## src/rtl/spi_fifo_wm.sv

```systemverilog
// spi_fifo_wm: synchronous valid/ready FIFO for SPI TX/RX staging, any depth >= 2.
// Ports: push side (valid_i/data_i/ready_o), fall-through pop side (valid_o/data_o/ready_i),
//        clr_i flush, occupancy/free counts, runtime watermark flags, sticky errors, high-water mark.
module spi_fifo_wm #(
    parameter int unsigned DATA_WIDTH   = 32,
    parameter int unsigned BUFFER_DEPTH = 8,
    parameter int unsigned CNT_W        = $clog2(BUFFER_DEPTH + 1)
) (
    input  logic                  clk_i,
    input  logic                  rst_ni,
    input  logic                  clr_i,
    input  logic                  valid_i,
    input  logic [DATA_WIDTH-1:0] data_i,
    output logic                  ready_o,
    output logic                  valid_o,
    output logic [DATA_WIDTH-1:0] data_o,
    input  logic                  ready_i,
    output logic [CNT_W-1:0]      elements_o,
    output logic [CNT_W-1:0]      free_o,
    input  logic [CNT_W-1:0]      afull_thr_i,
    input  logic [CNT_W-1:0]      aempty_thr_i,
    output logic                  almost_full_o,
    output logic                  almost_empty_o,
    input  logic                  err_clr_i,
    output logic                  overflow_o,
    output logic                  underflow_o,
    output logic [CNT_W-1:0]      hwm_o
);

    localparam int unsigned PTR_W = $clog2(BUFFER_DEPTH);
    localparam logic [CNT_W-1:0] DEPTH_C = CNT_W'(BUFFER_DEPTH);
    localparam logic [PTR_W-1:0] LAST_C  = PTR_W'(BUFFER_DEPTH - 1);

    logic [DATA_WIDTH-1:0] mem_q [BUFFER_DEPTH];
    logic [DATA_WIDTH-1:0] mem_d [BUFFER_DEPTH];
    logic [PTR_W-1:0]      wr_ptr_q, wr_ptr_d;
    logic [PTR_W-1:0]      rd_ptr_q, rd_ptr_d;
    logic [CNT_W-1:0]      elements_q, elements_d;
    logic [CNT_W-1:0]      hwm_q, hwm_d;
    logic                  overflow_q, overflow_d;
    logic                  underflow_q, underflow_d;

    logic full, empty, push, pop;

    // Full/empty come only from registered occupancy, so no ready_i->ready_o
    // or valid_i->valid_o combinational path exists.
    assign full  = (elements_q == DEPTH_C);
    assign empty = (elements_q == '0);
    assign push  = valid_i & ~full;
    assign pop   = ready_i & ~empty;

    always_comb begin
        mem_d       = mem_q;
        wr_ptr_d    = wr_ptr_q;
        rd_ptr_d    = rd_ptr_q;
        elements_d  = elements_q;
        hwm_d       = hwm_q;
        overflow_d  = overflow_q;
        underflow_d = underflow_q;

        if (clr_i) begin
            // Flush wins over everything; storage is left stale.
            wr_ptr_d    = '0;
            rd_ptr_d    = '0;
            elements_d  = '0;
            hwm_d       = '0;
            overflow_d  = 1'b0;
            underflow_d = 1'b0;
        end else begin
            if (push) begin
                mem_d[wr_ptr_q] = data_i;
                wr_ptr_d = (wr_ptr_q == LAST_C) ? '0 : wr_ptr_q + 1'b1;
            end
            if (pop) begin
                rd_ptr_d = (rd_ptr_q == LAST_C) ? '0 : rd_ptr_q + 1'b1;
            end
            unique case ({push, pop})
                2'b10:   elements_d = elements_q + 1'b1;
                2'b01:   elements_d = elements_q - 1'b1;
                default: elements_d = elements_q;
            endcase
            if (elements_d > hwm_q) begin
                hwm_d = elements_d;
            end
            // A fresh error in the clear cycle keeps the flag set.
            overflow_d  = (overflow_q & ~err_clr_i) | (valid_i & full);
            underflow_d = (underflow_q & ~err_clr_i) | (ready_i & empty);
        end
    end

    always_ff @(posedge clk_i or negedge rst_ni) begin
        if (!rst_ni) begin
            for (int i = 0; i < int'(BUFFER_DEPTH); i++) begin
                mem_q[i] <= '0;
            end
            wr_ptr_q    <= '0;
            rd_ptr_q    <= '0;
            elements_q  <= '0;
            hwm_q       <= '0;
            overflow_q  <= 1'b0;
            underflow_q <= 1'b0;
        end else begin
            mem_q       <= mem_d;
            wr_ptr_q    <= wr_ptr_d;
            rd_ptr_q    <= rd_ptr_d;
            elements_q  <= elements_d;
            hwm_q       <= hwm_d;
            overflow_q  <= overflow_d;
            underflow_q <= underflow_d;
        end
    end

    assign ready_o        = ~full;
    assign valid_o        = ~empty;
    assign data_o         = mem_q[rd_ptr_q];
    assign elements_o     = elements_q;
    assign free_o         = DEPTH_C - elements_q;
    assign almost_full_o  = (elements_q >= afull_thr_i);
    assign almost_empty_o = (elements_q <= aempty_thr_i);
    assign overflow_o     = overflow_q;
    assign underflow_o    = underflow_q;
    assign hwm_o          = hwm_q;

endmodule
```

## config.mk

```make
export PLATFORM = sky130hd
export DESIGN_NAME = spi_fifo_wm
export DESIGN_NICKNAME = d
export VERILOG_FILES = /design/src/rtl/spi_fifo_wm.sv
export SDC_FILE = /design/constraint.sdc
export NUM_CORES = 1
export LEC_CHECK = 0
export ABC_CLOCK_PERIOD_IN_PS = 4650
export BUFFER_PORTS_ARGS = -buffer_cell sky130_fd_sc_hd__buf_2
export CAP_MARGIN = 40
export CORE_MARGIN = 8
export CORE_UTILIZATION = 55
export DETAILED_ROUTE_END_ITERATION = 10
export MAX_ROUTING_LAYER = met4
export PLACE_DENSITY = 0.74
export SYNTH_ARGS = -nofsm -noshare
export SYNTH_HDL_FRONTEND = slang
export SYNTH_SLANG_ARGS = --single-unit
```

## constraint.sdc

```tcl
create_clock -name clk_i -period 4.65 [get_ports clk_i]
set_clock_uncertainty 0.05 [all_clocks]
set_input_delay 0.93 -clock clk_i [delete_from_list [all_inputs] [get_ports clk_i]]
set_output_delay 0.93 -clock clk_i [all_outputs]
set_load 0.02 [all_outputs]
```

==> metrics <==
run status finished, final reports clean; clock root buffer master sky130_fd_sc_hd__clkbuf_16; # DRC 0; required arrival time at the worst endpoint 5.07 ns; setup slack of the most critical reg-to-reg path approximately 0.55 ns; final wirelength ~28 mm; effective utilization at floorplan 56.13%; endpoint of the lowest-slack register-to-register path hwm_o[3]; largest delay contributor family on the critical path simple AND/OR/NAND/NOR gates; CP Launch Type flop; post-route setup TNS 0 ns; Setup Buffers After CTS 0; Netlist cell types 48; number of hold buffers added after cts 0; via count of the first global-routing pass ~8300; number of enable-type register cells in the synthesized netlist 0; final weighted congestion in routability-driven placement 0.8894; post_cts resized 0; arrival time reported for the critical path endpoint about 4.5 ns; vias per cell 5.946; highest attainable clock frequency between 200 and 250 MHz; largest stage delay on the critical path around 0.46 ns; aggregate global routing overflow 0; Clk pin slew, worst setup/hold paths 0.06 ns; area overhead of the layout relative to synthesis 14.68%; Synth Register Bits around 270; H-tree Lvls 1; total power density per cell area between 500 and 600 nW/µm²; core area approximately 23000 µm²; worst hold-check path type in2async; sequential cell area fraction in the yosys report a little over half; ys flop type sky130_fd_sc_hd__dfrtp_1; Slew Viols, Final 0; DRC marker count from the first detailed-route iteration 424; first-pass GRT wire length ~46 mm; Vert. Die Dim between 150 and 200 µm; maximum buffer depth of the clock tree 3; Setup violations, final 0; post-layout min period 4.096 ns; Detailed Routing Iterations Pass 1 4; total standard cell area after synthesis about 13000 µm²; setup repair after global routing missed its margin false; number of rows created at floorplan 55; overall via count from detail_route roughly 7000; mean instance size in the synthesized netlist around 16 µm²; depth of the worst register-to-register path 17; post-synth net total between 800 and 900; max_slew headroom 40.22%; Worst-Margin Slew roughly 0.9 ns; total clock buffers created by CTS 29; Port Buf Inserts 95; CTS tree yes; # nets final 968; final hold violation count 0; fin crit share about nine tenths; Antenna Violating Nets Remaining 0; leakage power 7.034 nW; share of synthesized flip-flops with an asynchronous set or reset 100.0%; endpoint kind of the worst setup timing path flop; clock sinks ~270; ordered list of cells on the worst path inv_1, ha_1, nand2b_1, o21ai_1, inv_1, ha_1, a21o_1, a211oi_1, nor3_1, xnor2_1, inv_1, ha_1, nand4_1, nand2b_1, a21oi_1, or4b_1, nand3b_1; total I/O pin count 96; share of the core filled with cells approximately 64%; max-cap violation count 0; path type of the worst setup path reg2reg; area enclosed by the die boundary approximately 28000 µm²; Total Routing Usage GR a little over a fifth; Max VDD drop about 0.39 mV; drt wl/cell about 23 µm; width of the die about 170 µm; Syn. warnings 0; antenna violations before repair 3; number of instances in the synthesized netlist around 810; pin count of the biggest net entering global routing between 100 and 150; startpoint of the worst register-to-register path elements_o[0]; CP max FO 7; share of post-route cells with drive strength above 1 just under 30%; Worst Path Buf+Inv 3; final-layout worst hold slack around 0.43 ns; half-perimeter wire length after placement between 15 and 20 mm; Slowest-stage cell, CP sky130_fd_sc_hd__dfrtp_1; Skew-Pair Late Insertion Delay between 0.5 and 0.6 ns
-- cells in the final DEF (no fill, tap or decap), types with 3 or more instances in the layout --
cell,n
sky130_fd_sc_hd__buf_4,15
sky130_fd_sc_hd__nand2_1,7
sky130_fd_sc_hd__xnor2_1,4
sky130_fd_sc_hd__nor3_1,3
sky130_fd_sc_hd__nand3b_1,4
sky130_fd_sc_hd__dfrtp_1,269
sky130_fd_sc_hd__inv_1,16
sky130_fd_sc_hd__buf_12,6
sky130_fd_sc_hd__ha_1,19
sky130_fd_sc_hd__clkbuf_8,9
sky130_fd_sc_hd__a211oi_1,3
sky130_fd_sc_hd__a21oi_1,13
sky130_fd_sc_hd__mux2_2,33
sky130_fd_sc_hd__clkinv_2,5
sky130_fd_sc_hd__nand2b_1,6
sky130_fd_sc_hd__buf_2,94
sky130_fd_sc_hd__nor2_1,9
sky130_fd_sc_hd__clkbuf_16,29
sky130_fd_sc_hd__diode_2,3
sky130_fd_sc_hd__nor2b_1,6
sky130_fd_sc_hd__mux2_1,256
sky130_fd_sc_hd__mux4_2,64
sky130_fd_sc_hd__clkbuf_1,6
-- stage by stage --
stage | cells | total power [mW] | worst slack, ns | area (µm²)
after floorplan | 805 | 5.108 | 0.8727 | 12710
after detailed placement | 1156 | 5.944 | 0.4633 | 13580
after global routing | 1213 | 8.622 | 0.1371 | 14570
after global placement | 1153 | 5.755 | 0.7366 | 13510
final | 1213 | 8.170 | 0.5544 | 14570
after CTS | 1209 | 8.277 | 0.5699 | 14550
-- where the power goes --
part | internal [mW] | switching, mW | total [mW]
combinational | 1.28 | 1.29 | 2.57
clock | 1.40 | 0.912 | 2.31
sequential | 2.91 | 0.384 | 3.29
total | 5.58 | 2.59 | 8.17
-- registers in the layout, indices dropped and copies added (netlist names) --
register     cells
wr_ptr_q         3
elements_o       4
underflow_o      1
overflow_o       1
mem_q          256
hwm_o            4
rd_ptr_q         3
-- worst register-to-register path, delay by kind of cell, from the launching register on --
kind | cells | cell delay [ns]
AO/OA/AOI/OAI | 4 | 1.03
flip-flops | 1 | 0.46
AND/OR/NAND/NOR | 6 | 1.06
XOR/XNOR | 1 | 0.29
adder cells (fa/ha/maj) | 3 | 0.82
buffers and inverters | 3 | 0.30
-- per-layer routing --
| metal | GRT usage, % | vias up | wire (µm) |
|---|---|---|---|
| li1 | - | 3211 | - |
| met4 | 4.697 | 0 | 446 |
| met3 | 3.181 | 40 | 930 |
| met5 | - | - | 0 |
| met2 | 35.57 | 128 | 14440 |
| met1 | 26.23 | 3834 | 11840 |
-- synthesized netlist by cell type (2+ instances only) --
cell                        instances  area, µm²
sky130_fd_sc_hd__mux2_1           256       2883
sky130_fd_sc_hd__nor2b_1            6      37.54
sky130_fd_sc_hd__dfrtp_1          272       6807
sky130_fd_sc_hd__o21ai_1            2      10.01
sky130_fd_sc_hd__mux4_2            64       1441
sky130_fd_sc_hd__nand3_1            2      10.01
sky130_fd_sc_hd__a21oi_1           13      65.06
sky130_fd_sc_hd__o211ai_1           2      15.01
sky130_fd_sc_hd__nand2_1            8      30.03
sky130_fd_sc_hd__nand3b_1           4      30.03
sky130_fd_sc_hd__nor3b_2            3      37.54
sky130_fd_sc_hd__buf_1              9      33.78
sky130_fd_sc_hd__inv_1             16      60.06
sky130_fd_sc_hd__nor3_1             3      15.01
sky130_fd_sc_hd__o21ai_0            2      10.01
sky130_fd_sc_hd__buf_4             14      105.1
sky130_fd_sc_hd__or3_1              2      12.51
sky130_fd_sc_hd__buf_2             17      85.08
sky130_fd_sc_hd__clkbuf_1          10      37.54
sky130_fd_sc_hd__mux2_2            33      371.6
sky130_fd_sc_hd__nand2b_1           6      37.54
sky130_fd_sc_hd__nor2_1            10      37.54
sky130_fd_sc_hd__and4b_1            2      20.02
sky130_fd_sc_hd__o2bb2ai_1          2      17.52
sky130_fd_sc_hd__a211oi_1           3      22.52
sky130_fd_sc_hd__xnor2_1            4      35.03
sky130_fd_sc_hd__ha_1              19      237.7
-- worst max path at each step --
stage	endpoint	slack (ns)	start	cells past startpoint
finish	hwm_o[3]	0.55	elements_o[0]	17
global route	hwm_o[3]	0.14	elements_o[0]	17
CTS	hwm_o[3]	0.57	elements_o[0]	17
detailed placement	hwm_o[3]	0.46	valid_i	16
global placement	hwm_o[3]	0.74	valid_i	16
floorplan	hwm_o[3]	0.87	valid_i	16
-- cells by family after synthesis --
logic type	after synthesis	synth area share, %
muxes	354	37.03
DFF	272	53.56
buffers and inverters	67	2.619
and+or+nand+nor	55	2.718
AOI/OAI and AO/OA	33	1.851
adders and majority gates	19	1.871
xor gates and xnor gates	5	0.3446
-- final cells by class --
type                            count  area (µm²)
Antenna cell                        3       7.507
Clock buffer                       44       872.1
Clock inverter                      9       101.3
Fill cell                        1609        8068
Inverter                           16       60.06
Multi-Input combinational cell    466        5602
Sequential cell                   272        6813
Tap cell                          285       356.6
Timing Repair Buffer              118       760.7
No activity file was read; power rests on OpenSTA's default activity.
